$ cat src/rtl/seq_pkg.sv
// Shared definitions for the phase sequencer: FSM state encoding and the
// index-width helper used to size phase-index ports.
package seq_pkg;

  typedef enum logic {
    ST_IDLE = 1'b0,
    ST_RUN  = 1'b1
  } state_e;

  // Bits needed to index n items; never less than one so a port stays legal.
  function automatic int clog2(input int n);
    int r;
    int v;
    r = 0;
    v = n - 1;
    while (v > 0) begin
      r++;
      v = v >> 1;
    end
    return (r < 1) ? 1 : r;
  endfunction

endpackage

$ cat src/rtl/onehot_dec.sv
// Binary phase index to one-hot phase vector; all zeros while disabled.
module onehot_dec #(
  parameter int NPH = 6,
  parameter int IW  = 3
) (
  input  logic [IW-1:0]  idx,
  input  logic           en,
  output logic [NPH-1:0] onehot
);

  always_comb begin
    for (int k = 0; k < NPH; k++) begin
      onehot[k] = en && (idx == IW'(k));
    end
  end

endmodule

$ cat src/rtl/seq_phase_gen.sv
// Phase sequencer: walks phases 0..LAST once or repeatedly, with stall,
// abort and a wrapping count of completed sequences.
module seq_phase_gen
  import seq_pkg::*;
#(
  parameter  int NPH = 6,
  parameter  int CW  = 8,
  localparam int IW  = clog2(NPH)
) (
  input  logic           CLK,
  input  logic           RST,
  input  logic           BGN,
  input  logic           END,
  input  logic           HOLD,
  input  logic           LOOP,
  input  logic [IW-1:0]  LAST,
  output logic [NPH-1:0] fi,
  output logic [IW-1:0]  PH_IDX,
  output logic           BUSY,
  output logic           DONE,
  output logic           ABORTED,
  output logic [CW-1:0]  SEQ_CNT
);

  localparam logic [IW-1:0] LAST_MAX = IW'(NPH - 1);
  localparam logic [IW:0]   NPH_X    = (IW + 1)'(NPH);

  state_e          state_q, state_d;
  logic [IW-1:0]   phase_q, phase_d;
  logic [IW-1:0]   last_q, last_d;
  logic            loop_q, loop_d;
  logic            done_q, done_d;
  logic            aborted_q, aborted_d;
  logic [CW-1:0]   cnt_q, cnt_d;

  always_comb begin
    // NOTE: every signal gets a default before the case so no path leaves it
    // unassigned; otherwise synthesis would infer a latch.
    state_d   = state_q;
    phase_d   = phase_q;
    last_d    = last_q;
    loop_d    = loop_q;
    cnt_d     = cnt_q;
    done_d    = 1'b0;
    aborted_d = 1'b0;

    case (state_q)
      ST_IDLE: begin
        phase_d = '0;
        if (BGN && !END) begin
          state_d = ST_RUN;
          loop_d  = LOOP;
          last_d  = ({1'b0, LAST} >= NPH_X) ? LAST_MAX : LAST;
        end
      end
      ST_RUN: begin
        if (END) begin
          state_d   = ST_IDLE;
          phase_d   = '0;
          done_d    = 1'b1;
          aborted_d = 1'b1;
        end else if (!HOLD) begin
          if (phase_q == last_q) begin
            cnt_d = cnt_q + CW'(1);
            if (loop_q) begin
              phase_d = '0;
            end else begin
              state_d = ST_IDLE;
              phase_d = '0;
              done_d  = 1'b1;
            end
          end else begin
            phase_d = phase_q + IW'(1);
          end
        end
      end
      default: begin
        state_d = ST_IDLE;
        phase_d = '0;
      end
    endcase
  end

  // NOTE: sequential state uses non-blocking assignments so every flop
  // samples its pre-edge inputs regardless of statement order.
  always_ff @(posedge CLK or negedge RST) begin
    if (!RST) begin
      state_q   <= ST_IDLE;
      phase_q   <= '0;
      last_q    <= LAST_MAX;
      loop_q    <= 1'b0;
      cnt_q     <= '0;
      done_q    <= 1'b0;
      aborted_q <= 1'b0;
    end else begin
      state_q   <= state_d;
      phase_q   <= phase_d;
      last_q    <= last_d;
      loop_q    <= loop_d;
      cnt_q     <= cnt_d;
      done_q    <= done_d;
      aborted_q <= aborted_d;
    end
  end

  // The index is forced to zero on every exit from RUN, so decoding it
  // gated by the run state yields a clean one-hot or all-zero vector.
  onehot_dec #(
    .NPH (NPH),
    .IW  (IW)
  ) u_dec (
    .idx    (phase_q),
    .en     (state_q == ST_RUN),
    .onehot (fi)
  );

  assign PH_IDX  = phase_q;
  assign BUSY    = (state_q == ST_RUN);
  assign DONE    = done_q;
  assign ABORTED = aborted_q;
  assign SEQ_CNT = cnt_q;

endmodule

$ cat config.mk
export PLATFORM = sky130hd
export DESIGN_NAME = seq_phase_gen
export DESIGN_NICKNAME = d
export VERILOG_FILES = /design/src/rtl/seq_pkg.sv /design/src/rtl/onehot_dec.sv /design/src/rtl/seq_phase_gen.sv
export SDC_FILE = /design/constraint.sdc
export NUM_CORES = 1
export LEC_CHECK = 0
export ABC_AREA = 1
export CAP_MARGIN = 20
export CORE_AREA = 2 2 48 50
export CTS_BUF_LIST = sky130_fd_sc_hd__clkbuf_4 sky130_fd_sc_hd__clkbuf_8
export DETAILED_ROUTE_END_ITERATION = 6
export DIE_AREA = 0 0 50 52
export PLACE_DENSITY = 0.84
export SKIP_CTS_REPAIR_TIMING = 1
export SLEW_MARGIN = 10
export SYNTH_ARGS = -nofsm -noshare
export SYNTH_HDL_FRONTEND = slang
export SYNTH_HIERARCHICAL = 1
export SYNTH_SLANG_ARGS = --single-unit
$ cat constraint.sdc
create_clock -name CLK -period 2.4 [get_ports CLK]
set_input_delay 0.48 -clock CLK [delete_from_list [all_inputs] [get_ports CLK]]
set_output_delay 0.48 -clock CLK [all_outputs]
set_load 0.005 [all_outputs]
==> flow_summary.ini <==
[worst_setup_path]
path_cells = nand2_2 > nor2_1 > clkdlybuf4s50_1
crit_fanout = 8
critical_path.startpoint_type = flop
path_class = flop to output pin
critPathSlowestCell = dfrtp_1
arrival_ns = 1.61
critPathMaxStageDelay_ns = 0.57
worstPathRequired_ns = 1.92
worstSetupEndpointType = output pin

[floorplan]
core_area_sq_um = 2110
die_w_microns = 50
fp.dieH_microns = 52
fp-row-count = 17
start_util = 0.503
io_pins = 29
dieArea_sq_um = 2600

[placement]
portBuffers = 28
pre_cts_slack_ns = 0.494
place_congestion = 0.791
dp_hpwl_microns = 1750

[detailed_routing]
dr_total_vias = 994
wirelength_microns = 2310
vias_per_cell = 4.92
drt_iter0_drc = 29
dr.pass1.iters = 4
ant_nets = 0
wl_per_cell_microns = 11.4
drc = 0

[final_layout]
antenna_cells = 0
fin_nets = 186
area_growth_pct = 33.9
layout-drive-gt1-share = 0.121

[timing]
tightest_slew_ns = 0.353
rsz0062_at_grt = no
finClkSkew_ns = 0.00327
setup_viol = 0
slew_headroom = 0.765
hold_ws_ns = 0.486
setup-tns-final_ns = 0
fin_crit_ns = 2.09
post-route-period-util = 0.870
max_freq_mhz = 479
layout_setup_ws_ns = 0.312
drv_slew = 0
hold_viol = 0

[clock_tree]
root_buffer = clkbuf_4
tritoncts = yes
cts_sinks = 18
worstSkewPairLatency_ns = 0.30
cts_buffer_depth = 2
cts_made_buffers = 3
htreeDepth = 1
clkTransAtPathRegs_ns = 0.10

[power]
vdd_drop_max_v = 0.000464
total_power_w = 0.000827
p_per_area_nw_per_um2 = 584
leakagePower_nw = 0.674

[grt]
grt_max_degree = 19
grt_pass1_vias = 884
antenna_found_initial = 0
grt_pass1_wl_microns = 3950
track_usage = 0.203
overflow = 0

[synthesis]
synth_nets = 152
synth_simple_gate_area_frac = 0.370
ys_seq_elements = 18
synth-compound-area-share = 0.0485
synth_mux_area_frac = 0
ys_seq_area_frac = 0.428
synth_cells = 141
synth-xor-area-share = 0.0496
yosys.area_share.adder = 0.0236
syn_area_sq_um = 1060
avgSynthCellArea_sq_um = 7.51
synth_top_family_by_area = simple AND/OR/NAND/NOR gates
synth_cell_types = 24
ys_warn_count = 6

[flow_run]
drv_cap = 0

[run_status]
status = finished, final reports clean

[min_path]
worstHoldPathType = input pin to async pin
[worst max-delay path, delay by kind of cell (launching register included)]
family	cells	cell delay, ns
buffers and inverters	1	0.50
flip-flops	1	0.57
AND/OR/NAND/NOR	2	0.24
[metal layers]
metal / wire length [microns] / up-vias / track usage / share of wire
li1: - / 512 / - / -
met1: 1020 / 445 / 0.250 / 0.44
met4: 36 / 0 / 0.0833 / 0.016
met5: 0 / - / 0 / 0
met3: 94 / 5 / 0.0287 / 0.041
met2: 1160 / 32 / 0.357 / 0.50
[kinds of logic after synthesis]
family                   count (synthesis)
buffers and inverters                   22
adder cells (fa/ha/maj)                  2
XOR/XNOR                                 6
AO/OA/AOI/OAI                            8
flip-flops                              18
AND/OR/NAND/NOR                         85
[registers in the layout (all words and copies together) (netlist names)]
register	count
SEQ_CNT	8
PH_IDX	3
last_q	3
ABORTED	1
BUSY	1
DONE	1
loop_q	1
[worst paths after layout]
path,start,end,slack [ns],cells past startpoint
setup / recovery,BUSY,fi[0],0.31,3
hold / removal,RST,loop_q,0.49,2
setup reg to reg,last_q[0],SEQ_CNT[4],0.95,7
hold reg to reg,loop_q,loop_q,0.49,2
max in group asynchronous,RST,last_q[2],1.66,2
min in group CLK,loop_q,loop_q,0.49,2
[layout by cell type, fill, tap and decap left out, types with 2 or more instances in the layout]
cell type        netlist  routed
ha_1                   2       2
clkdlybuf4s50_1        0      28
dfrtp_1               16      16
clkbuf_4               0       3
nand3_1               14      14
dfstp_2                2       2
inv_2                  3       3
nand2_2                3       3
nand2_1               46      46
o21ai_0                3       3
nand4_1                3       3
inv_1                 18      18
xnor2_1                2       2
xor2_1                 4       4
nor2_1                11      11
nor2_2                 3       3
a21oi_1                2       2
[cell usage after synthesis, drive strengths merged]
| library cell | number | area (sq um) |
|---|---|---|
| a21oi | 2 | 10.0 |
| dfrtp | 16 | 400 |
| dfstp | 2 | 52.6 |
| ha | 2 | 25.0 |
| inv | 22 | 85.1 |
| nand2 | 49 | 191 |
| nand3 | 15 | 80.1 |
| nand3b | 1 | 7.51 |
| nand4 | 3 | 18.8 |
| nor2 | 15 | 71.3 |
| nor3 | 1 | 16.3 |
| o21a | 1 | 7.51 |
| o21ai | 3 | 15.0 |
| o22ai | 2 | 18.8 |
| or2 | 1 | 6.26 |
| xnor2 | 2 | 17.5 |
| xor2 | 4 | 35.0 |
[per-stage QoR]
| stage | util | area [sq um] | cells |
|---|---|---|---|
| final | 0.673 | 1420 | 202 |
| after global placement | 0.656 | 1380 | 198 |
| after detailed placement | 0.656 | 1380 | 198 |
| after floorplan | - | 1060 | 141 |
| after global routing | 0.673 | 1420 | 202 |
| after CTS | 0.673 | 1420 | 202 |
[power by group]
part / total (W) / switching, W / internal [W]
logic: 0.000243 / 0.000122 / 0.000122
registers: 0.000397 / 0.0000469 / 0.000350
clock network: 0.000187 / 0.0000947 / 0.0000926
[area by class of cell]
type / instances / area (sq um)
inverters: 22 / 85.1
well taps: 28 / 35.0
multi-input cells: 101 / 520
repair buffers: 29 / 288
fillers: 173 / 688
flip-flops and latches: 18 / 453
clock buffers: 4 / 36.3
No activity file was read; power rests on OpenSTA's default activity.
